==> src/rtl/traffic_pkg.sv <==
// traffic_pkg: shared encodings for the traffic-light monitor.
//   - phase encoding (R, RA, G, A) as reported on the phase output
//   - {red,amber,green} lamp patterns for each legal phase
//   - error codes reported on err_code
//   - monitor FSM state type and the legal phase successor function
package traffic_pkg;

  localparam logic [1:0] PH_R  = 2'd0;
  localparam logic [1:0] PH_RA = 2'd1;
  localparam logic [1:0] PH_G  = 2'd2;
  localparam logic [1:0] PH_A  = 2'd3;

  // Lamp patterns in {red, amber, green} order.
  localparam logic [2:0] PAT_R  = 3'b100;
  localparam logic [2:0] PAT_RA = 3'b110;
  localparam logic [2:0] PAT_G  = 3'b001;
  localparam logic [2:0] PAT_A  = 3'b010;

  localparam logic [1:0] ERR_NONE  = 2'b00;
  localparam logic [1:0] ERR_PAT   = 2'b01;
  localparam logic [1:0] ERR_TRANS = 2'b10;
  localparam logic [1:0] ERR_DWELL = 2'b11;

  typedef enum logic {
    ST_SYNC  = 1'b0,
    ST_TRACK = 1'b1
  } mon_state_e;

  // The legal sequence R -> RA -> G -> A -> R is a plain modulo-4 increment
  // of the phase encoding.
  function automatic logic [1:0] next_phase(input logic [1:0] ph);
    return ph + 2'd1;
  endfunction

endpackage

==> src/rtl/dwell_timer.sv <==
// dwell_timer: counts consecutive samples of the currently held phase.
// Ports:
//   clk, rst_n : shared with the parent (async active-low reset to 0)
//   load       : restart the count at 1 (new phase anchored or timeout)
//   inc        : count one more sample of the same phase
//   tc         : high while the count equals MAX_DWELL
// load has priority over inc.
module dwell_timer #(
  parameter int MAX_DWELL = 15
) (
  input  logic clk,
  input  logic rst_n,
  input  logic load,
  input  logic inc,
  output logic tc
);

  localparam int DW = $clog2(MAX_DWELL + 1);

  logic [DW-1:0] cnt;

  always_ff @(posedge clk or negedge rst_n) begin
    if (!rst_n) begin
      cnt <= '0;
    end else if (load) begin
      cnt <= DW'(1);
    end else if (inc) begin
      cnt <= cnt + DW'(1);
    end
  end

  assign tc = (cnt == DW'(MAX_DWELL));

endmodule

==> src/rtl/traffic_monitor.sv <==
// traffic_monitor: receive-side checker for the traffic-light controller.
// Samples {red,amber,green} every clock, locks onto R -> RA -> G -> A -> R,
// flags illegal patterns, illegal transitions and over-long phases, and
// counts completed light cycles (A -> R advances). Status only; nothing here
// feeds back into the controller.
// Ports:
//   clk, rst_n        : clock, async active-low reset
//   clr               : sync clear of err, err_code and cycle_count
//   red, amber, green : lamp drives from the controller
//   locked            : tracking a legal sequence
//   phase             : last accepted phase (R=0, RA=1, G=2, A=3)
//   err_pulse         : one-cycle strobe per error event
//   err, err_code     : sticky flag and first error code since reset/clr
//   cycle_count       : completed cycles, wraps modulo 2^CNT_W
module traffic_monitor
  import traffic_pkg::*;
#(
  parameter int MAX_DWELL = 15,
  parameter int CNT_W     = 8
) (
  input  logic             clk,
  input  logic             rst_n,
  input  logic             clr,
  input  logic             red,
  input  logic             amber,
  input  logic             green,
  output logic             locked,
  output logic [1:0]       phase,
  output logic             err_pulse,
  output logic             err,
  output logic [1:0]       err_code,
  output logic [CNT_W-1:0] cycle_count
);

  mon_state_e state, state_n;
  logic [2:0] pat;
  logic       pat_ok;
  logic [1:0] pat_ph;
  logic [1:0] phase_n;
  logic       err_ev;
  logic [1:0] err_ev_code;
  logic       cnt_inc;
  logic       dwell_load;
  logic       dwell_inc;
  logic       dwell_tc;

  assign pat = {red, amber, green};

  always_comb begin
    pat_ok = 1'b1;
    pat_ph = PH_R;
    case (pat)
      PAT_R:   pat_ph = PH_R;
      PAT_RA:  pat_ph = PH_RA;
      PAT_G:   pat_ph = PH_G;
      PAT_A:   pat_ph = PH_A;
      default: pat_ok = 1'b0;
    endcase
  end

  dwell_timer #(.MAX_DWELL(MAX_DWELL)) u_dwell (
    .clk   (clk),
    .rst_n (rst_n),
    .load  (dwell_load),
    .inc   (dwell_inc),
    .tc    (dwell_tc)
  );

  always_ff @(posedge clk or negedge rst_n) begin
    if (!rst_n) begin
      state <= ST_SYNC;
      phase <= PH_R;
    end else begin
      state <= state_n;
      phase <= phase_n;
    end
  end

  always_comb begin
    state_n     = state;
    phase_n     = phase;
    err_ev      = 1'b0;
    err_ev_code = ERR_NONE;
    cnt_inc     = 1'b0;
    dwell_load  = 1'b0;
    dwell_inc   = 1'b0;
    case (state)
      ST_SYNC: begin
        // Illegal patterns are ignored here so the controller can self-start.
        if (pat_ok) begin
          state_n    = ST_TRACK;
          phase_n    = pat_ph;
          dwell_load = 1'b1;
        end
      end
      ST_TRACK: begin
        if (!pat_ok) begin
          err_ev      = 1'b1;
          err_ev_code = ERR_PAT;
          state_n     = ST_SYNC;
        end else if (pat_ph == phase) begin
          if (dwell_tc) begin
            // Timeout restarts the dwell window so a long hold re-reports.
            err_ev      = 1'b1;
            err_ev_code = ERR_DWELL;
            dwell_load  = 1'b1;
          end else begin
            dwell_inc = 1'b1;
          end
        end else if (pat_ph == next_phase(phase)) begin
          phase_n    = pat_ph;
          dwell_load = 1'b1;
          cnt_inc    = (phase == PH_A);
        end else begin
          // Skip or backward step: report, then re-anchor on what we saw.
          err_ev      = 1'b1;
          err_ev_code = ERR_TRANS;
          phase_n     = pat_ph;
          dwell_load  = 1'b1;
        end
      end
      default: state_n = ST_SYNC;
    endcase
  end

  assign locked = (state == ST_TRACK);

  // An error on the same edge as clr survives the clear; cycle_count does not.
  always_ff @(posedge clk or negedge rst_n) begin
    if (!rst_n) begin
      err_pulse   <= 1'b0;
      err         <= 1'b0;
      err_code    <= ERR_NONE;
      cycle_count <= '0;
    end else begin
      err_pulse <= err_ev;
      if (clr) begin
        err         <= err_ev;
        err_code    <= err_ev ? err_ev_code : ERR_NONE;
        cycle_count <= '0;
      end else begin
        if (err_ev) begin
          err <= 1'b1;
          if (!err) begin
            err_code <= err_ev_code;
          end
        end
        if (cnt_inc) begin
          cycle_count <= cycle_count + CNT_W'(1);
        end
      end
    end
  end

endmodule

==> config.mk <==
export PLATFORM = sky130hd
export DESIGN_NAME = traffic_monitor
export DESIGN_NICKNAME = d
export VERILOG_FILES = /design/src/rtl/traffic_pkg.sv /design/src/rtl/dwell_timer.sv /design/src/rtl/traffic_monitor.sv
export SDC_FILE = /design/constraint.sdc
export NUM_CORES = 1
export LEC_CHECK = 0
export ABC_AREA = 1
export CAP_MARGIN = 10
export CORE_AREA = 4 4 51 53
export CTS_CLUSTER_SIZE = 24
export DETAILED_ROUTE_END_ITERATION = 10
export DIE_AREA = 0 0 55 57
export HOLD_SLACK_MARGIN = 0.1
export PLACE_DENSITY = 0.76
export SYNTH_ARGS = -nofsm -noshare
export SYNTH_HDL_FRONTEND = slang
export SYNTH_SLANG_ARGS = --single-unit
==> constraint.sdc <==
create_clock -name clk -period 1.85 [get_ports clk]
set_clock_uncertainty 0.2 [all_clocks]
set_input_delay 0.2775 -clock clk [delete_from_list [all_inputs] [get_ports clk]]
set_output_delay 0.2775 -clock clk [all_outputs]
set_load 0.05 [all_outputs]
==> impl_results.md <==
- Status: finished, final reports clean
- Die height: 57 um
- Sequential element share of the synthesized area: 0.452
- Routed len/inst: approximately 13 um
- Total core area: 0.00215 sq mm
- Rows: 17
- Final Util: 0.672
- Count of different cell masters after synthesis: 22
- Synth Area in Simple Gates: 0.346
- Overflow left after global routing: 0
- Buf+Inv Stages, Crit Path: 2
- Final WL: 2460 um
- CP cell instances: ha_4, inv_1, nand3_1, nand3_2, nor2_4, nor2_4, buf_4, nand2_1, nand2_1
- Initial antenna violation count: 0
- LEAKAGE: roughly 0.74 nW
- Seq. cell area: ~480 sq um
- Clock-pin slew of the registers on the worst-case setup and hold paths: 0.10 ns
- Drt drc: 0
- TritonCTS buffer count: 3
- Fill cells: 169
- Finished Cell Area: 0.00144 sq mm
- RD Place Congestion: 0.696
- Synth Area in Compound Gates: 0.0631
- Synth warn: 0
- R2R Path End: cycle_count[4]
- Most frequent cells in the layout: 36 x nand2_1, 27 x buf_4, 17 x dfrtp_1
- P&R area growth vs syn: 37.4%
- GR Layer Usage met1: 0.195
- CP Max Fanout: 7
- Max-Cap Viols: 0
- Vias in the first global route: 948
- # port buffers: 20
- # nets final: 178
- DIE WIDTH: 55 um
- CTS Sinks: 19
- Endpoint class of the critical path: register
- Met3 Use GR: 0.0287
- Min Tclk post-route: 1.74 ns
- Post-detail-place hpwl: 1750 um
- Worst hold path type: input pin to async pin
- Mean area per synthesized cell: 8.02 sq um
- Multiplexer share of the synthesized area: 0
- Initial Util: 0.489
- Commonest non-fill, non-tap cell in the layout: nand2_1
- Max-slew headroom: 0.793
- Mapped Nets: 140
- Post-Synth Adder-Cell Area: 0.0357
- Cell Pwr Density: between 700 and 800 mW/mm^2
- CP max stage delay: about 0.46 ns
- FF-to-FF setup slack: 0.11 ns
- Router iterations before antenna repair: 4
- Initial DRC Count: 14
- Total power: ~1.1 mW
- Post-synthesis xor/xnor area fraction: 0.0417
- Critical Path RT: 1.85 ns
- Die area: about 0.0031 sq mm
- Final hold vios: 0
- Vias: approximately 1,000
- Vias/cell: 5.09
- Clk Latency, worst-skew pair: about 0.30 ns
- Area of the multi-input gates: 559 sq um
- Critical Path Source Type: register
- Layout cells sized above 1: 0.280
- First-pass GRT wire length: approximately 3900 um
- Largest family of logic cells by synthesized area: simple AND/OR/NAND/NOR gates
- CP delay by family, top: simple AND/OR/NAND/NOR gates
- Root Driver: clkbuf_4
- Pins Over Slew Limit: 0
- Worst vdd rail ir drop: 0.000625 V
- Yosys reg bits: 19
- Cells after synthesis: around 130
- Final setup fails: 0
- Achievable Freq: around 0.57 GHz
- Worst Setup Slack, final: 0.109 ns
- H-tree depth: 1
- R2R cell count: 9
- Critical-path top delay cell: dfrtp_2
- CP arrival: around 1.7 ns
- CP Class: register to register
- RR Startpoint: phase[0]
- Max clock buf depth: 2
- Largest net degree at the start of global routing: 20
- Top Usage Layer GRT: met2
- Antenna viol nets, final: 0
- Diodes inserted: 0
- GRT met2 Usage: 0.291
- Total Routing Usage GR: 0.166
- Period utilization: 0.941
- Pre-CTS setup slack: -0.249 ns
- Post-Syn Area: 0.00105 sq mm
- Number of I/O pins: 21
- CTS tree: done
- Cell Area, Placed: roughly 0.0013 sq mm
- Worst slew pin tran: 0.310 ns
[layout make-up]
| cell class | count | share of cell area |
|---|---|---|
| Multi-Input combinational cell | 96 | 0.387 |
| Inverter | 15 | 0.0390 |
| Timing Repair Buffer | 34 | 0.200 |
| Tap cell | 28 | 0.0243 |
| Clock buffer | 4 | 0.0182 |
| Sequential cell | 19 | 0.331 |
[logic make-up after synthesis]
logic type               count (synthesis)
AO/OA/AOI/OAI                           11
flip-flops                              19
adder cells (fa/ha/maj)                  3
XOR/XNOR                                 5
AND/OR/NAND/NOR                         77
buffers and inverters                   16
[flip-flops by register name (all words and copies together) (netlist names)]
signal and flops:
locked 1, phase 2, u_dwell.cnt 4, err 1
cycle_count 8, err_code 2, err_pulse 1
[cell usage after synthesis, drive strengths merged]
cell type,n,area [sq um]
ha,3,37.5
nor3,2,10.0
nand3,12,65.1
nand4,4,25.0
xnor2,3,26.3
and3,1,6.26
xor2,2,17.5
clkinv,1,3.75
dfrtp,19,475
inv,14,52.6
nor2,14,67.6
nand2,39,154
buf,1,7.51
nand3b,4,30.0
a21oi,3,15.0
o2111ai,1,8.76
o21ai,7,42.5
or2,1,6.26
[worst max-delay path by stage]
stage / from / slack [ns] / depth (start not counted) / endpoint
detailed placement: green / -0.25 / 12 / cycle_count[2]
floorplan: phase[0] / 0.01 / 9 / cycle_count[3]
global placement: green / -0.16 / 12 / cycle_count[2]
finish: phase[0] / 0.11 / 9 / cycle_count[4]
global route: phase[1] / -0.007 / 9 / cycle_count[6]
CTS: phase[0] / 0.008 / 9 / cycle_count[2]
[layer usage]
metal  wire [um]  part of all wire  vias up
met2        1230              0.50       25
met3         121             0.049        7
li1            -                 -      497
met4          61             0.025        0
met5           0                 0        -
met1        1050              0.43      468
[what timing repair did]
action,CTS,global route
endpoints found under the setup margin,1,14
hold buffers,0,0
pin swaps,1,6
buffers inserted,2,3
resized for setup,0,10
[report_power, final]
group,switching [mW],total (mW),internal [mW]
sequential,0.0453,0.508,0.462
clock,0.128,0.212,0.0842
combinational,0.228,0.367,0.139
[through the flow]
stage	hold WS (ns)	TNS (ns)	instances
after floorplan	-0.218	0	131
after global placement	0.300	-1.86	187
after detailed placement	0.314	-2.98	187
after CTS	0.113	0	193
after global routing	0.129	-0.00658	196
final	0.102	0	196
Power figures use the tool's default switching activity.
